### src/rtl/ofdm_fft_feeder_if.sv
// ---------------------------------------------------------------------------
// ofdm_fft_feeder_if
// Groups the two streaming ports of the FFT feeder: the upstream QAM symbol
// stream and the Avalon-ST sink of the fft_ii_0 core.
//
//   sym_valid / sym_ready / sym_data    upstream symbols, sym_data = {re, im}
//   fft_ii_0_sink_valid / _ready        FFT sink handshake (ready latency 0)
//   fft_ii_0_sink_error                 always zero
//   fft_ii_0_sink_startofpacket         bin 0 of a symbol
//   fft_ii_0_sink_endofpacket           bin NFFT-1 of a symbol
//   fft_ii_0_sink_data                  {inverse, re, im}
//
// Modports: master = the feeder, slave = the surrounding environment.
// ---------------------------------------------------------------------------
interface ofdm_fft_feeder_if #(
   parameter int DW = 16
) ();
   logic            sym_valid;
   logic            sym_ready;
   logic [2*DW-1:0] sym_data;

   logic            fft_ii_0_sink_valid;
   logic            fft_ii_0_sink_ready;
   logic [1:0]      fft_ii_0_sink_error;
   logic            fft_ii_0_sink_startofpacket;
   logic            fft_ii_0_sink_endofpacket;
   logic [2*DW:0]   fft_ii_0_sink_data;

   modport master (
      input  sym_valid,
      input  sym_data,
      output sym_ready,
      input  fft_ii_0_sink_ready,
      output fft_ii_0_sink_valid,
      output fft_ii_0_sink_error,
      output fft_ii_0_sink_startofpacket,
      output fft_ii_0_sink_endofpacket,
      output fft_ii_0_sink_data
   );

   modport slave (
      output sym_valid,
      output sym_data,
      input  sym_ready,
      output fft_ii_0_sink_ready,
      input  fft_ii_0_sink_valid,
      input  fft_ii_0_sink_error,
      input  fft_ii_0_sink_startofpacket,
      input  fft_ii_0_sink_endofpacket,
      input  fft_ii_0_sink_data
   );
endinterface

### src/rtl/ofdm_fft_feeder.sv
// ---------------------------------------------------------------------------
// ofdm_fft_feeder
// Subcarrier mapper / packet sequencer in front of the fft_ii_0 core. Walks
// bin index k over an NFFT-point frame, emitting zero on DC/guard bins, fixed
// pilots on pilot bins and the next upstream QAM symbol on data bins, framed
// with sop (k=0) and eop (k=NFFT-1). Whole symbols only: a drop of en takes
// effect at the next symbol boundary.
//
// Ports:
//   clk_clk       clock
//   reset_reset   asynchronous active-high reset
//   en            run request, sampled at symbol boundaries
//   cfg_inverse   inverse-FFT flag, latched at the start of each symbol
//   st            stream bundle (upstream symbols + FFT sink), master side
//   busy          high while in RUN
//   sym_count     completed symbols, wraps at 16 bits
// ---------------------------------------------------------------------------
module ofdm_fft_feeder #(
   parameter int                    NFFT        = 64,
   parameter int                    DW          = 16,
   parameter int                    GUARD_START = 27,
   parameter int                    GUARD_END   = 37,
   parameter int                    PILOT0      = 7,
   parameter int                    PILOT1      = 21,
   parameter int                    PILOT2      = 43,
   parameter int                    PILOT3      = 57,
   parameter logic signed [DW-1:0]  PILOT_AMP   = 16'sd11585
) (
   input  logic               clk_clk,
   input  logic               reset_reset,
   input  logic               en,
   input  logic               cfg_inverse,
   ofdm_fft_feeder_if.master  st,
   output logic               busy,
   output logic [15:0]        sym_count
);

   localparam int KW = $clog2(NFFT);

   localparam logic [KW-1:0] K_LAST = KW'(NFFT - 1);
   localparam logic [KW-1:0] K_GS   = KW'(GUARD_START);
   localparam logic [KW-1:0] K_GE   = KW'(GUARD_END);
   localparam logic [KW-1:0] K_P0   = KW'(PILOT0);
   localparam logic [KW-1:0] K_P1   = KW'(PILOT1);
   localparam logic [KW-1:0] K_P2   = KW'(PILOT2);
   localparam logic [KW-1:0] K_P3   = KW'(PILOT3);

   localparam logic signed [DW-1:0] PILOT_NEG = -PILOT_AMP;

   typedef enum logic [0:0] {
      S_IDLE = 1'b0,
      S_RUN  = 1'b1
   } state_t;

   state_t         state_q, state_d;
   logic [KW-1:0]  k_q, k_d;
   logic           inv_q, inv_d;
   logic [15:0]    count_q, count_d;

   logic           out_valid_q;
   logic           out_sop_q;
   logic           out_eop_q;
   logic [2*DW:0]  out_data_q;

   logic                  is_null;
   logic                  is_pilot;
   logic                  is_data;
   logic signed [DW-1:0]  bin_re;
   logic signed [DW-1:0]  bin_im;

   logic run;
   logic slot_free;
   logic load;
   logic last_bin;

   // Bin classification; NULL takes precedence over a pilot index that
   // happens to fall on DC or inside the guard band.
   always_comb begin
      is_null  = (k_q == '0) || ((k_q >= K_GS) && (k_q <= K_GE));
      is_pilot = !is_null &&
                 ((k_q == K_P0) || (k_q == K_P1) || (k_q == K_P2) || (k_q == K_P3));
      is_data  = !is_null && !is_pilot;
      bin_re   = '0;
      bin_im   = '0;
      if (is_pilot) begin
         bin_re = (k_q == K_P3) ? PILOT_NEG : PILOT_AMP;
      end else if (is_data) begin
         bin_re = st.sym_data[2*DW-1:DW];
         bin_im = st.sym_data[DW-1:0];
      end
   end

   // The output register can take a new beat when empty or being drained
   // this cycle; data bins additionally need an upstream symbol.
   assign run       = (state_q == S_RUN);
   assign slot_free = !out_valid_q || st.fft_ii_0_sink_ready;
   assign load      = run && slot_free && (!is_data || st.sym_valid);
   assign last_bin  = (k_q == K_LAST);

   assign st.sym_ready = run && is_data && slot_free;

   always_comb begin
      state_d = state_q;
      k_d     = k_q;
      inv_d   = inv_q;
      count_d = count_q;
      case (state_q)
         S_IDLE: begin
            if (en) begin
               state_d = S_RUN;
               k_d     = '0;
               inv_d   = cfg_inverse;
            end
         end
         S_RUN: begin
            if (load) begin
               if (last_bin) begin
                  count_d = count_q + 16'd1;
                  k_d     = '0;
                  if (en) begin
                     inv_d = cfg_inverse;
                  end else begin
                     state_d = S_IDLE;
                  end
               end else begin
                  k_d = k_q + KW'(1);
               end
            end
         end
         default: state_d = S_IDLE;
      endcase
   end

   always_ff @(posedge clk_clk or posedge reset_reset) begin
      if (reset_reset) begin
         state_q <= S_IDLE;
         k_q     <= '0;
         inv_q   <= 1'b0;
         count_q <= '0;
      end else begin
         state_q <= state_d;
         k_q     <= k_d;
         inv_q   <= inv_d;
         count_q <= count_d;
      end
   end

   // Output register: holds data/sop/eop while stalled, clears valid once
   // the last beat drains with nothing new to load.
   always_ff @(posedge clk_clk or posedge reset_reset) begin
      if (reset_reset) begin
         out_valid_q <= 1'b0;
         out_sop_q   <= 1'b0;
         out_eop_q   <= 1'b0;
         out_data_q  <= '0;
      end else if (load) begin
         out_valid_q <= 1'b1;
         out_sop_q   <= (k_q == '0);
         out_eop_q   <= last_bin;
         out_data_q  <= {inv_q, bin_re, bin_im};
      end else if (st.fft_ii_0_sink_ready) begin
         out_valid_q <= 1'b0;
      end
   end

   assign st.fft_ii_0_sink_valid         = out_valid_q;
   assign st.fft_ii_0_sink_startofpacket = out_sop_q;
   assign st.fft_ii_0_sink_endofpacket   = out_eop_q;
   assign st.fft_ii_0_sink_data          = out_data_q;
   assign st.fft_ii_0_sink_error         = 2'b00;

   assign busy      = run;
   assign sym_count = count_q;

endmodule

### src/flat_wrapper.sv
// flat-port wrapper written by rule: the top's interface ports become plain ports
module ofdm_fft_feeder_flat 
#(
   parameter int                    NFFT        = 64,
   parameter int                    DW          = 16,
   parameter int                    GUARD_START = 27,
   parameter int                    GUARD_END   = 37,
   parameter int                    PILOT0      = 7,
   parameter int                    PILOT1      = 21,
   parameter int                    PILOT2      = 43,
   parameter int                    PILOT3      = 57,
   parameter logic signed [DW-1:0]  PILOT_AMP   = 16'sd11585
)
  (clk_clk, reset_reset, en, cfg_inverse, busy, sym_count, st_sym_valid, st_sym_data, st_sym_ready, st_fft_ii_0_sink_ready, st_fft_ii_0_sink_valid, st_fft_ii_0_sink_error, st_fft_ii_0_sink_startofpacket, st_fft_ii_0_sink_endofpacket, st_fft_ii_0_sink_data);
  ofdm_fft_feeder_if #(.DW(DW)) st_i ();
  input  logic clk_clk;
  input  logic reset_reset;
  input  logic en;
  input  logic cfg_inverse;
  output logic busy;
  output logic [15:0] sym_count;
  input wire logic [$bits(st_i.sym_valid)-1:0] st_sym_valid;
  input wire logic [$bits(st_i.sym_data)-1:0] st_sym_data;
  output wire logic [$bits(st_i.sym_ready)-1:0] st_sym_ready;
  input wire logic [$bits(st_i.fft_ii_0_sink_ready)-1:0] st_fft_ii_0_sink_ready;
  output wire logic [$bits(st_i.fft_ii_0_sink_valid)-1:0] st_fft_ii_0_sink_valid;
  output wire logic [$bits(st_i.fft_ii_0_sink_error)-1:0] st_fft_ii_0_sink_error;
  output wire logic [$bits(st_i.fft_ii_0_sink_startofpacket)-1:0] st_fft_ii_0_sink_startofpacket;
  output wire logic [$bits(st_i.fft_ii_0_sink_endofpacket)-1:0] st_fft_ii_0_sink_endofpacket;
  output wire logic [$bits(st_i.fft_ii_0_sink_data)-1:0] st_fft_ii_0_sink_data;
  assign st_i.sym_valid = st_sym_valid;
  assign st_i.sym_data = st_sym_data;
  assign st_sym_ready = st_i.sym_ready;
  assign st_i.fft_ii_0_sink_ready = st_fft_ii_0_sink_ready;
  assign st_fft_ii_0_sink_valid = st_i.fft_ii_0_sink_valid;
  assign st_fft_ii_0_sink_error = st_i.fft_ii_0_sink_error;
  assign st_fft_ii_0_sink_startofpacket = st_i.fft_ii_0_sink_startofpacket;
  assign st_fft_ii_0_sink_endofpacket = st_i.fft_ii_0_sink_endofpacket;
  assign st_fft_ii_0_sink_data = st_i.fft_ii_0_sink_data;
  ofdm_fft_feeder #(.NFFT(NFFT), .DW(DW), .GUARD_START(GUARD_START), .GUARD_END(GUARD_END), .PILOT0(PILOT0), .PILOT1(PILOT1), .PILOT2(PILOT2), .PILOT3(PILOT3), .PILOT_AMP(PILOT_AMP)) u_core (.clk_clk(clk_clk), .reset_reset(reset_reset), .en(en), .cfg_inverse(cfg_inverse), .st(st_i), .busy(busy), .sym_count(sym_count));
endmodule
### config.mk
export PLATFORM = sky130hd
export DESIGN_NAME = ofdm_fft_feeder_flat
export DESIGN_NICKNAME = d
export VERILOG_FILES = /design/src/rtl/ofdm_fft_feeder_if.sv /design/src/rtl/ofdm_fft_feeder.sv /design/src/flat_wrapper.sv
export SDC_FILE = /design/constraint.sdc
export NUM_CORES = 1
export LEC_CHECK = 0
export CELL_PAD_IN_SITES_DETAIL_PLACEMENT = 1
export CELL_PAD_IN_SITES_GLOBAL_PLACEMENT = 1
export CORE_MARGIN = 3
export CORE_UTILIZATION = 35
export CTS_CLUSTER_DIAMETER = 50
export DETAILED_ROUTE_END_ITERATION = 8
export HOLD_SLACK_MARGIN = 0.02
export PLACE_DENSITY = 0.83
export SLEW_MARGIN = 20
export SYNTH_ARGS = -nofsm -noshare
export SYNTH_HDL_FRONTEND = slang
export SYNTH_SLANG_ARGS = --single-unit
export TNS_END_PERCENT = 100
### constraint.sdc
create_clock -name clk_clk -period 2.6 [get_ports clk_clk]
set_input_delay 0.78 -clock clk_clk [delete_from_list [all_inputs] [get_ports clk_clk]]
set_output_delay 0.78 -clock clk_clk [all_outputs]
set_load 0.02 [all_outputs]
# Word-level counts from Yosys, hierarchy flattened
# Index checks and enable logic that the tools add are counted.
# Widths: inputs -> output; s select.
# word_totals
ff_bits	60
latch_bits	0
ram_bits	0
rom_bits	0
input_bits	38
out_inout_bits	56
word_cells	62
n_memories	0
# op_classes
n_addsub	2
n_mul	0
n_div	0
magnitude_cmp	2
eq_ne	8
shift	0
muxes	19
n_bitwise	1
n_reduce_logical	22
# op_table
cell	count
$mux 16	5
$eq 6x6->1 const B	3
$mux 6	3
$add 16x1->16 const B	1
$pmux 6 s2	1
$mux 1	8
$logic_and 1x1->1	7
$add 6x1->6 const B	1
$eq 6x3->1 const B	1
$eq 6x5->1 const B	1
$ge 6x5->1 const B	1
$le 6x6->1 const B	1
$logic_not 6->1	1
$logic_or 1x1->1	6
$ne 2x2->1 const B	3
$logic_not 1->1	4
$pmux 1 s2	2
$reduce_and 2->1	2
$reduce_and 3->1	1
$reduce_bool 2->1	1
$not 1->1	1

# Longest topological paths before layout
# Gate-level depths: netlist of the first run.
# depth
word_depth	12
depth_mapped	9
depth_no_buf	7

# Worst setup path before layout of the first run
# No wires, ideal clock.
# synth_timing
path_type	register to output
start	register u_core.k_q[0]
end	output port st_sym_ready
arrival_time_ns	1.809
t_required_ns	1.820
slack_ns	0.011
path_stages_with_launch	7
n_path_buf	1
cell_sequence	dfrtp_1 > ha_1 > mux2i_1 > o22ai_4 > nor3_1 > clkbuf_1 > and2_1
# synth_via
elab_chain_cells	9
word_cells_on_any_way	18
classes_between	2 x order compare; 4 x eq/ne; 12 x reduce/logical
# synth_lines
item	line	source
from (decl)	ofdm_fft_feeder.sv:56	logic [KW-1:0] k_q, k_d;
from (signal assigned)	ofdm_fft_feeder.sv:142	k_q <= k_d;
$ge 6x5->1, or another cell as far along	ofdm_fft_feeder.sv:79	is_null = (k_q == '0) || ((k_q >= K_GS) && (k_q <= K_GE));
$logic_and 1x1->1 / $logic_or 1x1->1 (equally long branches)	ofdm_fft_feeder.sv:79, ofdm_fft_feeder.sv:81	
$logic_or 1x1->1 (on tied branches)	ofdm_fft_feeder.sv:79, ofdm_fft_feeder.sv:81	
$logic_not 1->1 / $logic_or 1x1->1 (equally long branches)	ofdm_fft_feeder.sv:80, ofdm_fft_feeder.sv:82, ofdm_fft_feeder.sv:81	
$logic_and 1x1->1	ofdm_fft_feeder.sv:80	is_pilot = !is_null &&
$logic_not 1->1	ofdm_fft_feeder.sv:82	is_data = !is_null && !is_pilot;
$logic_and 1x1->1 (*)	ofdm_fft_feeder.sv:82	
$logic_and 1x1->1 (*) (2 in a row)	ofdm_fft_feeder.sv:100	assign st.sym_ready = run && is_data && slot_free;
to (decl)	flat_wrapper.sv:24	output wire logic [$bits(st_i.sym_ready)-1:0] st_sym_ready;
# Every way passes the cells marked *; elsewhere a longest branch is shown, timed or not.

# Worst setup path after layout of the first run
# layout_timing
start	register u_core.k_q[1]
end	output port st_sym_ready
# The elaborated chain is that of the path after synthesis.

==> results of run 1 <==
## worst max path at each step
stage,from,cells past startpoint,endpoint
2_1_floorplan,u_core.k_q[0]$_DFFE_PP0P_,6,st_sym_ready
3_3_place_gp,st_fft_ii_0_sink_ready,6,st_sym_ready
3_5_place_dp,st_fft_ii_0_sink_ready,6,st_sym_ready
4_1_cts,u_core.k_q[1]$_DFFE_PP0P_,7,st_sym_ready
5_1_grt,u_core.k_q[1]$_DFFE_PP0P_,7,st_sym_ready
6_report,u_core.k_q[1]$_DFFE_PP0P_,7,st_sym_ready
## through the flow
stage | instances | TNS, ps
CTS | 494 | -67.1
finish | 497 | -92.8
global route | 497 | -164
floorplan | 271 | 0
global placement | 472 | -482
detailed placement | 472 | -514
## Yosys cell counts, types with 2 or more instances
cell type  instances
nor2_1            11
o21ai_1            7
nand2_1           16
and2_1             3
o21ai_0           27
nor4_1             4
buf_4              5
o31ai_1            2
and3_1             2
inv_1              5
nor4_2             5
nand4_1            4
clkbuf_1           8
buf_2              4
nor3_1             9
a22o_1            16
ha_1               5
nand3_1           12
buf_6              3
o211ai_1           2
mux2i_1            2
mux2_2             2
xor2_1            14
a21oi_1           17
nand2b_1           4
dfrtp_1           60
## timing repair
item,4_1_cts,5_1_grt
endpoints found under the setup margin,1,18
buffers inserted,6,3
pin swaps,4,0
hold buffers,0,0
cloned,0,0
gates resized for setup,20,4
## metal layers
layer  vias to the layer above  GRT usage [%]  part of all wire [%]
met2                       105           32.1                    48
met3                        18           6.92                   7.1
met4                         0           7.34                   1.8
li1                       1203              -                     -
met5                         -              0                     0
met1                      1370           24.9                    43
## where the power goes
part	switching [mW]	internal, mW
logic	1.35	1.25
registers	0.241	1.24
clock network	0.373	0.688
total	1.96	3.18
## cell families after synthesis
| group | count (synthesis) | share of synthesized area [%] |
|---|---|---|
| compound gates | 82 | 19.1 |
| xor+xnor | 15 | 4.56 |
| fa+ha+maj | 5 | 2.17 |
| buf+inv | 26 | 4.99 |
| flops | 60 | 52.1 |
| mux | 5 | 1.87 |
| other cells | 1 | 0.130 |
| simple gates | 76 | 15.1 |
## flip-flops by register name (all words and copies together), names as in the netlist
register	flops
u_core.st.fft_ii_0_sink_data	33
u_core.sym_count	16
u_core.k_q	6
u_core.busy	1
u_core.inv_q	1
u_core.st.fft_ii_0_sink_endofpacket	1
u_core.st.fft_ii_0_sink_startofpacket	1
u_core.st.fft_ii_0_sink_valid	1
## layout make-up
class                      instances  area [µm²]  share of cell area, %
sequential                        60        1500                   33.9
multi-input combinational        185        1310                   29.6
timing repair buffer             129        1230                   27.6
clock buffer                      12         155                   3.49
tap                              102         128                   2.87
clock inverter                     4        95.1                   2.14
inverter                           5        18.8                  0.423
==> reports/results.txt, run 1 <==
Outcome: finished with violations
Failing checks: setup timing
Synth warn: 0
Critical path fanouts, max: 4
Final instance area: 4440 µm²
Leading area contributor after synthesis: dfrtp_1
Min-Delay Startpoint: u_core.st.fft_ii_0_sink_endofpacket$_DFFE_PP0P_
Final setup fails: 1
DRC marker count from the first detailed-route iteration: 61
Die width: 96.8 µm
Peak supply drop: 632 µV
First-pass GRT wire length: 15,200 µm
Pins Over Slew Limit: 0
Latest clock arrival within the worst-skew pair: 330 ps
Core area: 7850 µm²
Tot GR Track Use: 20.0%
Startpoint class of the critical path: flop
FMAX: 0.371 GHz
Delay-heaviest family, CP: compound AO/OA/AOI/OAI gates
H-tree depth: 3
Worst-Margin Slew: 611 ps
Pre-CTS setup slack: -510 ps
Synth Register Bits: 60
Number of cell rows: 32
ANT nets after route: 0
Placed cell area: 4050 µm²
Fin crit period: 2690 ps
DRT Wirelength: 9380 µm
CP endpoint kind: primary output
WHS: 485 ps
CP bufs+invs: 2
Initial antenna violation count: 0
CTS tree: done
RR Endpoint: u_core.st.fft_ii_0_sink_data[14]$_DFFE_PP0P_
Vias per cell: 5.42
Critical path's largest stage delay: 430 ps
Final antenna diode count: 0
CP Cell Sequence: inv_2 > ha_4 > o21ai_2 > a2111oi_4 > nor3_4 > and2_4 > buf_6
Slew headroom: 59.0%
Hold Violations, Final: 0
Share of layout cells above drive strength 1: 20.8%
First-pass iteration count of the detailed router: 4
Total power draw: 5.14 mW
Synthesized area: 2880 µm²
DRC violations left: 0
GRT overflow: 0
Largest net degree at the start of global routing: 61
Cells after Synth: 270
Sequential element share of the synthesized area: 52.1%
CTS Buf Count: 9
Max stage delay cell, worst path: dfrtp_1
Total of max-cap violations: 0
Commonest non-fill, non-tap cell in the layout: clkdlybuf4s50_1
Main flop type after synthesis: dfrtp_1
Avg Inst Size Synth: 10.7 µm²
Port Buffers: 91
Power density of the placed cells: 1160 nW/µm²
Initial core utilization: 36.8%
Leak pwr: 1.94 nW
Vias in the first global route: 2,973
Nets: 433
Filler cells: 852
Post-layout util: 56.6%
Crit share post-route: 104%
Most frequent cells in the layout: 90 x clkdlybuf4s50_1, 58 x dfrtp_1, 35 x buf_4
RSZ-0062 raised after global routing: true
Worst Reg-to-Reg Cells: 12
CP arrival: 1910 ps
Top-Level Pins: 94
CTS root buf: clkbuf_8
EDFF count, synth: 0
GP Congestion: 0.833
Mean routed wirelength per cell: 18.9 µm
Asr flop ratio synth: 100%
Area Overhead vs Synth: 53.9%
Post-DP HPWL: 6110 µm
DR vias: 2,696
Max clock buf depth: 2
Worst Skew: 6.44 ps
Hold Path End: u_core.st.fft_ii_0_sink_endofpacket$_DFFE_PP0P_
PnR worst setup slack: -92.8 ps
Reg2Reg Launch Point: u_core.k_q[1]$_DFFE_PP0P_
Die Ht: 96.8 µm
Die area: 9370 µm²
Worst min-delay path class: flop to flop
Post-synth top area share: 52.1%
FF-to-FF setup slack: 80 ps
CP Class: flop to primary output
Sink Count: 60
Synth area leaders: dfrtp_1 52%, a22o_1 4.9%, o21ai_0 4.7%
Synth cell types: 47
Hold path cells: 1
WP data required: 1820 ps
Clock slew at reported path FFs: 70 ps
Power figures use the tool's default switching activity.
==> inputs of run 2 (changes only) <==
--- a/config.mk
+++ b/config.mk
@@ -5,6 +5,7 @@
 export SDC_FILE = /design/constraint.sdc
 export NUM_CORES = 1
 export LEC_CHECK = 0
+export CAP_MARGIN = 20
 export CELL_PAD_IN_SITES_DETAIL_PLACEMENT = 1
 export CELL_PAD_IN_SITES_GLOBAL_PLACEMENT = 1
 export CORE_MARGIN = 3
==> results of run 2 <==
No change in the layout: final DEF, timing and power equal those of run 1.
